`src/rtl/oled_spi_master.sv`:
```
// oled_spi_master: parametrised SPI transmit master for the OLED path.
// Valid/ready word input, CS framing across bursts, latched D/C line.
module oled_spi_master #(
   parameter int unsigned HALF_PERIOD = 100,
   parameter int unsigned WIDTH       = 8,
   parameter bit          CPOL        = 1'b1,
   parameter bit          CPHA        = 1'b1,
   parameter bit          LSB_FIRST   = 1'b0,
   parameter int unsigned CS_GAP      = 2
) (
   input  logic             clk,
   input  logic             rst_n,
   input  logic             en,
   input  logic             tx_valid,
   output logic             tx_ready,
   input  logic [WIDTH-1:0] tx_data,
   input  logic             tx_dc,
   input  logic             tx_last,
   output logic             busy,
   output logic             sclk,
   output logic             sdo,
   output logic             cs_n,
   output logic             dc
);

   localparam int unsigned HPW = $clog2(HALF_PERIOD + 1);
   localparam int unsigned EW  = $clog2(2 * WIDTH + 1);
   localparam int unsigned GW  = $clog2(CS_GAP + 1);

   localparam logic [HPW-1:0] HP_END = HPW'(HALF_PERIOD - 1);
   localparam logic [EW-1:0]  E_LAST = EW'(2 * WIDTH - 1);
   localparam logic [GW-1:0]  G_END  = GW'(CS_GAP - 1);

   localparam logic [2:0] S_IDLE  = 3'd0;
   localparam logic [2:0] S_SETUP = 3'd1;
   localparam logic [2:0] S_SHIFT = 3'd2;
   localparam logic [2:0] S_HOLD  = 3'd3;
   localparam logic [2:0] S_GAP   = 3'd4;

   logic [2:0]       state_q, state_d;
   logic [HPW-1:0]   hp_q, hp_d;
   logic [EW-1:0]    e_q, e_d;
   logic [GW-1:0]    g_q, g_d;
   logic [WIDTH-1:0] sh_q, sh_d;
   logic             last_q, last_d;
   logic             sclk_q, sclk_d;
   logic             sdo_q, sdo_d;
   logic             cs_n_q, cs_n_d;
   logic             dc_q, dc_d;
   logic             hp_end;

   function automatic logic first_bit(input logic [WIDTH-1:0] w);
      return LSB_FIRST ? w[0] : w[WIDTH-1];
   endfunction

   function automatic logic [WIDTH-1:0] advance(input logic [WIDTH-1:0] w);
      return LSB_FIRST ? (w >> 1) : (w << 1);
   endfunction

   assign hp_end   = (hp_q == HP_END);
   assign tx_ready = en && (state_q == S_IDLE);
   assign busy     = (state_q != S_IDLE);
   assign sclk     = sclk_q;
   assign sdo      = sdo_q;
   assign cs_n     = cs_n_q;
   assign dc       = dc_q;

   // Next-state: framing FSM, half-period timing and bit shifting.
   always_comb begin
      state_d = state_q;
      hp_d    = hp_q;
      e_d     = e_q;
      g_d     = g_q;
      sh_d    = sh_q;
      last_d  = last_q;
      sclk_d  = sclk_q;
      sdo_d   = sdo_q;
      cs_n_d  = cs_n_q;
      dc_d    = dc_q;
      if (!en) begin
         state_d = S_IDLE;
         hp_d    = '0;
         e_d     = '0;
         g_d     = '0;
         sclk_d  = CPOL;
         sdo_d   = 1'b0;
         cs_n_d  = 1'b1;
      end else begin
         unique case (state_q)
            S_IDLE: begin
               if (tx_valid) begin
                  sh_d    = tx_data;
                  last_d  = tx_last;
                  dc_d    = tx_dc;
                  cs_n_d  = 1'b0;
                  hp_d    = '0;
                  e_d     = '0;
                  state_d = S_SETUP;
                  if (!CPHA) sdo_d = first_bit(tx_data);
               end
            end
            S_SETUP: begin
               if (hp_end) begin
                  hp_d    = '0;
                  state_d = S_SHIFT;
               end else begin
                  hp_d = hp_q + HPW'(1);
               end
            end
            S_SHIFT: begin
               if (hp_end) begin
                  hp_d   = '0;
                  sclk_d = ~sclk_q;
                  e_d    = e_q + EW'(1);
                  // e_q holds the count of edges already made.
                  if (CPHA) begin
                     if (!e_q[0]) begin
                        sdo_d = first_bit(sh_q);
                        sh_d  = advance(sh_q);
                     end
                  end else begin
                     if (e_q[0] && (e_q != E_LAST)) begin
                        sh_d  = advance(sh_q);
                        sdo_d = first_bit(advance(sh_q));
                     end
                  end
                  if (e_q == E_LAST) begin
                     e_d     = '0;
                     state_d = S_HOLD;
                  end
               end else begin
                  hp_d = hp_q + HPW'(1);
               end
            end
            S_HOLD: begin
               if (hp_end) begin
                  hp_d = '0;
                  if (last_q) begin
                     cs_n_d  = 1'b1;
                     g_d     = '0;
                     state_d = S_GAP;
                  end else begin
                     state_d = S_IDLE;
                  end
               end else begin
                  hp_d = hp_q + HPW'(1);
               end
            end
            S_GAP: begin
               if (g_q == G_END) begin
                  g_d     = '0;
                  state_d = S_IDLE;
               end else begin
                  g_d = g_q + GW'(1);
               end
            end
            default: begin
               state_d = S_IDLE;
            end
         endcase
      end
   end

   // State and pin registers.
   always_ff @(posedge clk or negedge rst_n) begin
      if (!rst_n) begin
         state_q <= S_IDLE;
         hp_q    <= '0;
         e_q     <= '0;
         g_q     <= '0;
         sh_q    <= '0;
         last_q  <= 1'b0;
         sclk_q  <= CPOL;
         sdo_q   <= 1'b0;
         cs_n_q  <= 1'b1;
         dc_q    <= 1'b0;
      end else begin
         state_q <= state_d;
         hp_q    <= hp_d;
         e_q     <= e_d;
         g_q     <= g_d;
         sh_q    <= sh_d;
         last_q  <= last_d;
         sclk_q  <= sclk_d;
         sdo_q   <= sdo_d;
         cs_n_q  <= cs_n_d;
         dc_q    <= dc_d;
      end
   end

endmodule
```
`config.mk`:
```
export PLATFORM = sky130hd
export DESIGN_NAME = oled_spi_master
export DESIGN_NICKNAME = d
export VERILOG_FILES = /design/src/rtl/oled_spi_master.sv
export SDC_FILE = /design/constraint.sdc
export NUM_CORES = 1
export LEC_CHECK = 0
export BUFFER_PORTS_ARGS = -buffer_cell sky130_fd_sc_hd__buf_2
export CAP_MARGIN = 10
export CORE_MARGIN = 4
export CORE_UTILIZATION = 25
export CTS_BUF_LIST = sky130_fd_sc_hd__clkbuf_4 sky130_fd_sc_hd__clkbuf_8
export CTS_CLUSTER_DIAMETER = 200
export CTS_CLUSTER_SIZE = 25
export DETAILED_ROUTE_END_ITERATION = 6
export MAX_ROUTING_LAYER = met4
export PLACE_DENSITY = 0.39
export SYNTH_ARGS = -nofsm -noshare
export SYNTH_HDL_FRONTEND = slang
export SYNTH_SLANG_ARGS = --single-unit
```
`constraint.sdc`:
```
create_clock -name clk -period 2.2 [get_ports clk]
set_input_delay 0.33 -clock clk [delete_from_list [all_inputs] [get_ports clk]]
set_output_delay 0.33 -clock clk [all_outputs]
set_load 0.01 [all_outputs]
```
### Word level (Yosys, flattened, before mapping)

Index checks and enable logic that the tools add are counted.

* bitwise operators: 1
* eq/ne operators: 24
* reductions and logical operators: 14
* add/sub/neg operators: 3
* mux-type cells: 39

Operators by type and width (count)
* $mux 3: 8
* $mux 8: 3
* $mux 7: 3
* $ne 3x3->1 const B: 7
* $mux 5: 4
* $pmux 8 s2: 1
* $pmux 3 s5: 1
* $pmux 7 s2: 1
* $reduce_and 3->1: 4
* $mux 1: 11
* $pmux 5 s2: 1
* $ne 3x1->1 const B: 3
* $mux 2: 4
* $ne 2x2->1 const B: 4
* $add 7x1->7 const B: 1
* $eq 7x7->1 const B: 1
* $eq 3x2->1 const B: 2
* $reduce_and 6->1: 1
* $add 5x1->5 const B: 1
* $eq 5x4->1 const B: 1
* $reduce_and 5->1: 1
* $ne 2x1->1 const B: 2
* $pmux 2 s2: 1
* $reduce_and 2->1: 2
* other kinds (13): 13

* output and inout port bits: 6
* logic and storage cells: 91
* flip-flop bits (word level): 30

### Longest topological paths before layout

* word-level depth: 5
* depth in mapped cells: 6
* depth with buffers taken out: 5

### Worst setup path before layout

Ideal clock, no wire load.

* path type: register to register
* start point: register state_q[0]
* end point: register sh_q[1]
* data required time: 2.075 ns
* path buffers: 2
* arrival: 1.630 ns
* slack: 0.445 ns
* stages on the path, launching flop included: 6
* cell sequence: dfrtp_1 buf_2 nor3b_1 buf_2 mux2_2 mux2_2

* word-level cells in the longest chain between the ends: 3

RTL lines
* start, declared: line 40 `logic [2:0] state_q, state_d;`
* start signal, assigned: line 178 `state_q <= state_d;`
* $eq 3x2->1 / $logic_not 3->1 (equally long branches): line 89 `unique case (state_q)`
* $ne 2x2->1 (no line) / $reduce_bool 2->1 (equally long branches)
* $reduce_and 5->1 (no line)
* end signal, assigned: line 171 `sh_q <= '0;`
* end signal, assigned: line 182 `sh_q <= sh_d;`
* end, declared: line 44 `logic [WIDTH-1:0] sh_q, sh_d;`

Several ways; a longest one is shown, not always the timed one.
A chain may end at the register's enable or synchronous reset.

### Worst setup path after layout

* start point: register state_q[2]
* end point: output port tx_ready

* word-level cells in the longest chain between the ends: 2

RTL lines
* $logic_not 3->1: line 61 `assign tx_ready = en && (state_q == S_IDLE);`
* $logic_and 1x1->1: line 61
* end, declared: line 15 `output logic tx_ready,`

Every way passes these cells.

==> run summary <==
Total wire length -> 3620 um
Mapped Cells -> 149
Vias in the first global route -> 1311
Max frequency -> 520 MHz
Diode count -> 0
Cell chain of the critical path -> nor2_1 > nand2_1 > nor2_1 > buf_2
Dpl hpwl -> 2600 um
DR WL met3 -> 109 um
M1 WL -> 1620 um
Post-Layout Cell Count -> 248
Tightest Pin Transition -> 729 ps
Clock sinks -> 30
Top post-synthesis cells by area -> dfrtp_1 44%, mux2_2 12%, nand3_1 3.8%
Tmin final -> 1920 ps
Die height -> 87.9 um
Total number of vias -> 1219
Worst-path fanout max -> 12
Post-route clock skew -> 11.0 ps
Area growth syn-to-layout -> 17.6%
Post-synth top area share -> 44.0%
RSZ-0062 raised after global routing -> false
Worst EP arrival -> 1590 ps
Fraction of the cycle the final worst path needs -> 87.4%
Setup violations, final -> 0
Yosys reg bits -> 30
Grt total ovfl -> 0
CP startpoint kind -> flip-flop
Pre-Repair DR Iteration Count -> 4
Reg2reg path depth -> 4
Critical path capture point type -> output port
NumNets Final -> 188
Tot Pwr -> 1240 uW
PwrDens -> 661 nW/um2
Fillers -> 625
CP peak stage delay -> 530 ps
CP required -> 1870 ps
Cell taking the most area after synthesis -> dfrtp_1
DP Cell Count -> 240
Cts hold-fix bufs -> 0
TritonCTS clock tree -> built
Mean post-synth cell area -> 10.7 um2
Vias per inst -> 4.92
Max Cap Viol -> 0
R2R setup slack -> 320 ps
Sequential area share after synthesis -> 47.3%
Routed length on met2 -> 1810 um
Largest net degree at the start of global routing -> 31
Die area -> 7720 um2
DR iter-0 viols -> 47
Netlist cell types -> 39
Top sig layer -> met4
Hold Violations, Final -> 0
Total CTS buffers -> 5
WL/cell -> 14.6 um
Die Width -> 87.9 um
Global-route wire length before repair -> 6260 um
Status -> finished, final reports clean
Clk buf depth -> 2
Reg2reg end -> sh_q[3]
Post-DRT Antenna Nets -> 0
HP Class -> primary input to async pin
Initial antenna violation count -> 0
Buffers added on ports -> 19
Final Slew Violations -> 0
Synthesized area -> 1590 um2
Clock latency at the later pin of the worst-skew pair -> 290 ps
Crit Path Class -> flip-flop to output port
Ys Warns -> 0
Slowest cell on crit path -> dfrtp_1
Maximum vdd drop -> 0.292 mV
Worst-path clk slew -> 70 ps
Share of layout cells above drive strength 1 -> 31.2%
DRC violations left -> 0
Rows -> 28
# H-tree levels -> 2
R2R Path Start -> hp_q[3]
Postcts setup bufs -> 0
CTS Root Cell -> clkbuf_8
GRT Resource Usage Total -> 11.0%
Final TNS setup -> 0 ps
GP Congestion -> 0.738
Most used cell, CP -> nor2_1
Core Region -> 6060 um2
Initial Utilization -> 26.3%
Static leakage -> 0.000849 uW
I/O pins -> 20
Syn nets -> 165
# resized after CTS -> 0
Relative slew slack -> 51.4%
==> cells in the final DEF (no fill, tap or decap), types with 2 or more instances in the layout <==
master     n
inv_1      5
mux2_2    17
nor2_1     9
a21o_1     2
o21ai_0    4
buf_4      4
xor2_1     2
dfstp_2    2
a31oi_1    4
nand4_1    2
nand2b_1   4
nor3_1     3
buf_2     19
a22o_1     3
and4b_1    2
or3_1      2
clkbuf_8   6
nand2_1    8
mux2i_1    3
and2_1     2
and3_1     4
nand3_1   12
nor3b_1    2
dfrtp_1   28
a21boi_0   2
ha_1       2
a21oi_1    6
==> cell type report <==
| type | instances | area (um2) | share of cell area (%) |
|---|---|---|---|
| clock inverters | 1 | 5.00 | 0.267 |
| clock buffers | 7 | 90.1 | 4.81 |
| inverters | 5 | 18.8 | 1.00 |
| well taps | 75 | 93.8 | 5.01 |
| repair buffers | 23 | 125 | 6.68 |
| multi-input cells | 107 | 788 | 42.1 |
| flip-flops and latches | 30 | 753 | 40.2 |
==> cell families after synthesis <==
group | synth area share, %
simple gates | 19.5
flops | 47.3
compound gates | 13.3
mux | 13.9
buf+inv | 3.30
xor+xnor | 1.10
fa+ha+maj | 1.57
==> worst max-delay path, delay by kind of cell, from the launching register on <==
kind | cells | cell delay (ps)
buf+inv | 1 | 150
flops | 1 | 530
simple gates | 3 | 620
==> registers in the layout (all words and copies together), names as in the netlist, 2 cells and up <==
name and flops:
e_q 5, hp_q 7, g_q 2, state_q 3, sh_q 8
==> where the power goes <==
group | switching, uW | internal (uW) | leakage, uW
combinational | 66.2 | 66.4 | 0.000409
clock | 215 | 264 | 0.0000517
sequential | 30.2 | 598 | 0.000388
total | 311 | 928 | 0.000849
==> Yosys cell counts <==
master / n
nand2b_1: 4
o211a_1: 1
a2111oi_2: 1
o221ai_1: 1
a21boi_0: 2
buf_2: 3
nor2b_1: 1
nor4b_4: 1
nor3b_1: 2
or3_1: 2
a21oi_1: 6
a22o_1: 3
buf_4: 1
and2_1: 2
ha_1: 2
mux2i_1: 3
dfstp_2: 2
a311oi_1: 1
nand4b_1: 1
inv_1: 5
nor2_4: 1
nand3_1: 12
dfrtp_1: 28
and4b_1: 2
a32o_1: 1
a31oi_1: 4
nor2_1: 9
and3_1: 4
o41ai_1: 1
xor2_1: 2
o31ai_2: 1
a21o_1: 2
mux2_2: 17
o21a_1: 1
o21ai_0: 4
nand4_1: 2
nor3_1: 3
nand2_1: 8
clkbuf_1: 3
==> through the flow <==
step	area (um2)	setup WS (ps)	hold slack (ps)	utilization, %
after global placement	1780	374	411	29.4
final	1870	276	101	30.9
after global routing	1870	158	164	30.9
after floorplan	1590	445	34.4	-
after detailed placement	1780	331	433	29.4
after CTS	1870	274	117	30.9
==> how the worst max path moves through the flow <==
| stage | cells after the start | slack [ps] | endpoint | startpoint |
|---|---|---|---|---|
| global placement | 4 | 370 | sh_q[7] | hp_q[3] |
| CTS | 4 | 270 | tx_ready | state_q[2] |
| detailed placement | 4 | 330 | sh_q[5] | hp_q[3] |
| finish | 4 | 280 | tx_ready | state_q[2] |
| global route | 4 | 160 | sh_q[3] | hp_q[3] |
| floorplan | 5 | 450 | sh_q[1] | state_q[0] |
==> routing by layer <==
metal,global-route usage (%),up-vias
li1,-,594
met1,12.7,594
met2,17.6,23
met3,3.10,8
met4,4.88,0
met5,-,-
Note: power is estimated with default switching activity, not from simulation.
